===== src/rtl/loader_pkg.sv =====
// Shared definitions for the instruction loader: state encoding, default
// widths and the byte-frame field layout.
package loader_pkg;

  localparam int INSTR_W    = 19;  // instruction word width
  localparam int ADDR_W     = 8;   // instruction-memory address width
  localparam int BYTE_W     = 8;   // width of every frame byte
  localparam int COUNT_W    = 8;   // word-count byte width
  localparam int CSUM_W     = 8;   // checksum byte width
  localparam int B0_FIELD_W = 3;   // low bits of B0 that carry instruction bits
  localparam int B0_PAD_W   = BYTE_W - B0_FIELD_W;  // high bits of B0, must be zero

  typedef enum logic [2:0] {
    IDLE,
    COUNT,
    B0,
    B1,
    B2,
    CHECK,
    DONE,
    ERR
  } state_e;

endpackage


===== src/rtl/instr_packer.sv =====
// Packs the three bytes of one frame word into an instruction and flags a
// malformed first byte (any padding bit set).
module instr_packer
  import loader_pkg::*;
#(
  parameter int INSTR_W = loader_pkg::INSTR_W
) (
  input  logic [7:0]         b0,
  input  logic [7:0]         b1,
  input  logic [7:0]         b2,
  output logic [INSTR_W-1:0] word,
  output logic               fmt_err
);

  localparam int PACK_W = B0_FIELD_W + 2 * BYTE_W;

  logic [PACK_W-1:0] packed_word;

  // Word layout: B0 contributes only its low field bits, B1 and B2 are whole.
  always_comb begin
    packed_word = {b0[B0_FIELD_W-1:0], b1, b2};
    word        = INSTR_W'(packed_word);
    fmt_err     = |b0[BYTE_W-1:B0_FIELD_W];
  end

endmodule


===== src/rtl/instr_loader.sv =====
// Byte-stream program loader: receives a count byte, N three-byte words and a
// checksum byte, writes each word to instruction memory and releases the CPU
// only when the whole frame is well formed and its checksum matches.
module instr_loader #(
  parameter int INSTR_W = loader_pkg::INSTR_W,
  parameter int ADDR_W  = loader_pkg::ADDR_W
) (
  input  logic               clk,
  input  logic               rst_n,
  input  logic               start,
  input  logic               in_valid,
  input  logic [7:0]         in_data,
  output logic               in_ready,
  output logic               wr_en,
  output logic [ADDR_W-1:0]  wr_addr,
  output logic [INSTR_W-1:0] wr_data,
  output logic               busy,
  output logic               cpu_run,
  output logic               err
);

  import loader_pkg::*;

  state_e               state_q, state_d;
  logic [COUNT_W-1:0]   rem_q, rem_d;      // words still expected in this frame
  logic [ADDR_W-1:0]    idx_q, idx_d;      // address of the next word to write
  logic [CSUM_W-1:0]    csum_q, csum_d;    // running XOR of count and payload
  logic [7:0]           b0_q, b0_d;
  logic [7:0]           b1_q, b1_d;
  logic                 wr_en_q, wr_en_d;
  logic [ADDR_W-1:0]    wr_addr_q, wr_addr_d;
  logic [INSTR_W-1:0]   wr_data_q, wr_data_d;

  logic                 accept;
  logic [INSTR_W-1:0]   packed_word;
  logic                 fmt_err;

  // B2 is taken straight from the input so the word is ready the cycle it arrives.
  instr_packer #(
    .INSTR_W (INSTR_W)
  ) u_packer (
    .b0      (b0_q),
    .b1      (b1_q),
    .b2      (in_data),
    .word    (packed_word),
    .fmt_err (fmt_err)
  );

  // Status outputs decode directly from the state so reset clears them at once.
  always_comb begin
    in_ready = (state_q == COUNT) || (state_q == B0) || (state_q == B1) ||
               (state_q == B2) || (state_q == CHECK);
    busy     = in_ready;
    cpu_run  = (state_q == DONE);
    err      = (state_q == ERR);
    accept   = in_valid && in_ready;
    wr_en    = wr_en_q;
    wr_addr  = wr_addr_q;
    wr_data  = wr_data_q;
  end

  // Next-state, datapath and write-strobe logic; every field holds unless a byte is taken.
  always_comb begin
    state_d   = state_q;
    rem_d     = rem_q;
    idx_d     = idx_q;
    csum_d    = csum_q;
    b0_d      = b0_q;
    b1_d      = b1_q;
    wr_en_d   = 1'b0;
    wr_addr_d = wr_addr_q;
    wr_data_d = wr_data_q;

    case (state_q)
      IDLE, DONE, ERR: begin
        if (start) begin
          state_d = COUNT;
          rem_d   = '0;
          idx_d   = '0;
          csum_d  = '0;
        end
      end
      COUNT: begin
        if (accept) begin
          csum_d  = csum_q ^ in_data;
          rem_d   = in_data;
          state_d = (in_data == 8'd0) ? ERR : B0;
        end
      end
      B0: begin
        if (accept) begin
          csum_d  = csum_q ^ in_data;
          b0_d    = in_data;
          state_d = B1;
        end
      end
      B1: begin
        if (accept) begin
          csum_d  = csum_q ^ in_data;
          b1_d    = in_data;
          state_d = B2;
        end
      end
      B2: begin
        if (accept) begin
          csum_d = csum_q ^ in_data;
          if (fmt_err) begin
            // A malformed word is dropped entirely; earlier words stay written.
            state_d = ERR;
          end else begin
            wr_en_d   = 1'b1;
            wr_addr_d = idx_q;
            wr_data_d = packed_word;
            idx_d     = idx_q + 1'b1;
            rem_d     = rem_q - 1'b1;
            state_d   = (rem_q == 8'd1) ? CHECK : B0;
          end
        end
      end
      CHECK: begin
        if (accept) begin
          state_d = (in_data == csum_q) ? DONE : ERR;
        end
      end
      default: state_d = IDLE;
    endcase
  end

  // State and datapath registers; reset abandons any load in progress.
  always_ff @(posedge clk or negedge rst_n) begin
    if (!rst_n) begin
      state_q   <= IDLE;
      rem_q     <= '0;
      idx_q     <= '0;
      csum_q    <= '0;
      b0_q      <= '0;
      b1_q      <= '0;
      wr_en_q   <= 1'b0;
      wr_addr_q <= '0;
      wr_data_q <= '0;
    end else begin
      state_q   <= state_d;
      rem_q     <= rem_d;
      idx_q     <= idx_d;
      csum_q    <= csum_d;
      b0_q      <= b0_d;
      b1_q      <= b1_d;
      wr_en_q   <= wr_en_d;
      wr_addr_q <= wr_addr_d;
      wr_data_q <= wr_data_d;
    end
  end

endmodule


===== config.mk =====
export PLATFORM = sky130hd
export DESIGN_NAME = instr_loader
export DESIGN_NICKNAME = d
export VERILOG_FILES = /design/src/rtl/loader_pkg.sv /design/src/rtl/instr_packer.sv /design/src/rtl/instr_loader.sv
export SDC_FILE = /design/constraint.sdc
export NUM_CORES = 1
export LEC_CHECK = 0
export BUFFER_PORTS_ARGS = -buffer_cell sky130_fd_sc_hd__clkbuf_2
export CORE_MARGIN = 2
export CORE_UTILIZATION = 55
export DETAILED_ROUTE_END_ITERATION = 6
export PLACE_DENSITY_LB_ADDON = 0.25
export SYNTH_ARGS = -nofsm -noshare
export SYNTH_HDL_FRONTEND = slang
export SYNTH_SLANG_ARGS = --single-unit

===== constraint.sdc =====
create_clock -name clk -period 2.03 [get_ports clk]
set_input_delay 0.1015 -clock clk [delete_from_list [all_inputs] [get_ports clk]]
set_output_delay 0.1015 -clock clk [all_outputs]
set_load 0.05 [all_outputs]

==> impl_metrics.py <==
metrics = {
    "timing": {
        "rsz0062_at_grt": "false",
        "fmax_mhz": 531.2,
        "setup_slack_ns": 0.1476,
        "finalCritPeriodShare": 0.9273,
        "period_needed_ns": 1.882,
        "holdWs_ns": 0.1084,
        "skew_ns": 0.007266,
        "slew_headroom": 0.6179,
        "timing.final.hold_violations": 0,
        "tightest_slew_ns": 0.5732,
        "slew_viol_final": 0,
        "setup_violations": 0,
        "setup_tns_ns": 0,
    },
    "logic_synthesis": {
        "synth_edf_count": 0,
        "synthDistinctLibCells": 50,
        "synth_area_per_cell_um2": 9.437,
        "netlist_area_um2": 3482,
        "syn-instance-count": 369,
        "ys.flop_type": "dfrtp_1",
        "yosys.area.top_type": "dfrtp_1",
        "seq_area_frac_synth": 0.5102,
        "syn-num-nets": 384,
        "ys_ff_latch": 71,
        "yosysWarningCount": 0,
        "async_reset_ff_frac": 1.000,
        "yosys-top-cells-area": "dfrtp_1 51%, nand2_1 10%, mux2_2 5.5%",
        "synth_top_area_frac": 0.5102,
    },
    "routing": {
        "drc": 0,
        "post_drt_wl_per_cell_um": 14.83,
        "viasPerCell": 5.525,
        "postRouteAntennaNets": 0,
        "firstDrtPassIters": 5,
        "routed-via-count": 2724,
        "routed_wl_mm": 7.310,
        "drt_iter0_drc": 123,
    },
    "floorplanning": {
        "ios": 44,
        "initial_core_util": 0.5779,
        "fp.dieH_um": 83.57,
        "die_x_um": 83.57,
        "fp-row-count": 28,
        "dieArea_um2": 6984,
        "fp.coreArea_um2": 6026,
    },
    "final_layout": {
        "multi_input_area_um2": 1514,
        "finalInstanceArea_um2": 3948,
        "seq_area_um2": 1777,
        "drive_gt1_frac": 0.2392,
        "n_antenna_cell": 0,
        "area_delta_synth_final_pct": 13.37,
        "stdcell_count": 493,
        "nNetsFinal": 428,
        "nFillCells": 485,
    },
    "critical_path": {
        "cp-start-kind": "register",
        "path_max_fanout": 18,
        "cp_cell_sequence": "nor2b_2 > nand2b_1 > or3_1 > inv_2 > buf_12 > a21oi_1 > nor2_1",
        "crit_type": "reg2reg",
        "slowest_delay_ns": 0.53,
        "critPathSlowestCell": "dfrtp_1",
        "arrival_ns": 2.16,
        "cp.required_ns": 2.31,
        "endpoint_kind": "register",
    },
    "worst_hold_path": {
        "hp-class": "in2reg",
    },
    "global_routing": {
        "track_usage": 0.2184,
        "antenna_found_initial": 0,
        "grt_max_degree": 49,
        "grt_pass1_vias": 2541,
        "gr-total-overflow": 0,
        "grt_pass1_wl_mm": 12.35,
    },
    "clock_tree": {
        "cts.sinks": 71,
        "clkLatencyLatePin_ns": 0.35,
        "clockBufferDepth": 2,
        "h-tree-depth": 3,
        "clkSlewWorstSetupHoldPaths_ns": 0.08,
        "cts_setup_buffers": 0,
        "tritoncts": "built",
        "cts-root-buf": "clkbuf_8",
        "tritoncts.num_buffers": 9,
    },
    "placed_design": {
        "gp_congestion": 0.8685,
        "placed_cell_area_um2": 3736,
        "place_hpwl_mm": 5.011,
        "place_ws_ns": 0.1884,
        "port_buffers": 43,
        "dpl.cell_count": 476,
    },
    "run": {
        "cap_violations": 0,
    },
    "power": {
        "powerDensity_nw_per_um2": 1444,
        "ir_drop_v": 0.0009907,
        "p_leak_nw": 1.968,
    },
    "status": {
        "status": "finished, final reports clean",
    },
}
registers in the layout, indices dropped and copies added, names as in the netlist:
| register | count |
|---|---|
| wr_data | 19 |
| b0_q | 8 |
| b1_q | 8 |
| csum_q | 8 |
| idx_q | 8 |
| rem_q | 8 |
| wr_addr | 8 |
| state_q | 3 |
| wr_en | 1 |
cells by family after synthesis:
group | after synthesis | share of synthesized area
compound gates | 70 | 0.1139
xor+xnor | 9 | 0.02264
fa+ha+maj | 3 | 0.01078
buf+inv | 29 | 0.05641
flops | 71 | 0.5102
mux | 17 | 0.05498
simple gates | 170 | 0.2310
per-stage QoR:
stage          utilization  power (mW)
2_1_floorplan            -       4.107
3_3_place_gp        0.6200       4.534
3_5_place_dp        0.6200       4.588
4_1_cts             0.6543       5.722
5_1_grt             0.6551       6.055
6_report            0.6551       5.700
Yosys cell counts (2+ instances only):
library cell and number:
nand2b_1 9, nor3_1 4, xor2_1 8, buf_2 7, and2_1 4, nand2_1 95
inv_1 3, ha_1 3, nand3_1 5, a21oi_1 15, dfrtp_1 71, o21ai_0 28
and3_1 4, buf_6 7, clkbuf_1 3, o21ai_1 10, nor2_1 27, nor4_1 5
buf_4 7, a31oi_1 6, mux2_2 17, a22oi_1 2, nand4_1 2
area by class of cell:
class                   instances  share of cell area
clock buffers                   9             0.03138
clock inverters                 7             0.01838
repair buffers                 57             0.08811
flip-flops and latches         71              0.4501
well taps                      75             0.02377
inverters                       5            0.004754
multi-input cells             269              0.3835
worst paths after layout:
kind | slack [ns] | depth (start not counted) | endpoint | from
max | 0.15 | 7 | idx_q[4] | state_q[2]
min reg2reg | 0.47 | 2 | wr_addr[4] | wr_addr[4]
max in group asynchronous | 1.10 | 3 | state_q[1] | rst_n
max reg2reg | 0.15 | 7 | idx_q[4] | state_q[2]
min in group asynchronous | 0.28 | 2 | idx_q[7] | rst_n
min | 0.11 | 3 | wr_data[1] | in_data[1]
power by group:
group,internal (mW),switching (mW)
Sequential,1.87,0.346
Combinational,0.864,1.50
Clock,0.569,0.553
layout by cell type (no fill, tap or decap), types with 2 or more instances in the layout:
cell,n
nand2_1,95
and3_1,4
and2_1,4
xor2_1,8
clkbuf_2,42
dfrtp_1,71
o21ai_1,10
nor2_1,27
a21oi_1,15
nand2b_1,9
inv_1,3
buf_4,11
o21ai_0,28
nand4_1,2
nor3_1,3
a22oi_1,2
clkbuf_8,9
a31oi_1,6
mux2_2,17
nor4_1,5
clkinv_2,2
buf_12,2
clkinvlp_4,2
ha_1,3
nand3_1,5
what timing repair did:
| action | CTS | global route |
|---|---|---|
| endpoints found under the setup margin | 0 | 2 |
| hold buffers | 1 | 0 |
| endpoints found under the hold margin | 23 | 0 |
| gates resized for setup | 0 | 1 |
critical path, delay by kind of cell (launching register included):
family	cells	cell delay, ns
buffers and inverters	2	0.38
AND/OR/NAND/NOR	4	0.85
flip-flops	1	0.53
AO/OA/AOI/OAI	1	0.07
metal layers:
| layer | global-route usage | up-vias | share of wire |
|---|---|---|---|
| met4 | 0.05279 | 0 | 0.012 |
| li1 | - | 1327 | - |
| met5 | 0 | - | 0 |
| met3 | 0.05836 | 10 | 0.059 |
| met2 | 0.3469 | 79 | 0.46 |
| met1 | 0.3007 | 1308 | 0.47 |
No activity file was read; power rests on OpenSTA's default activity.
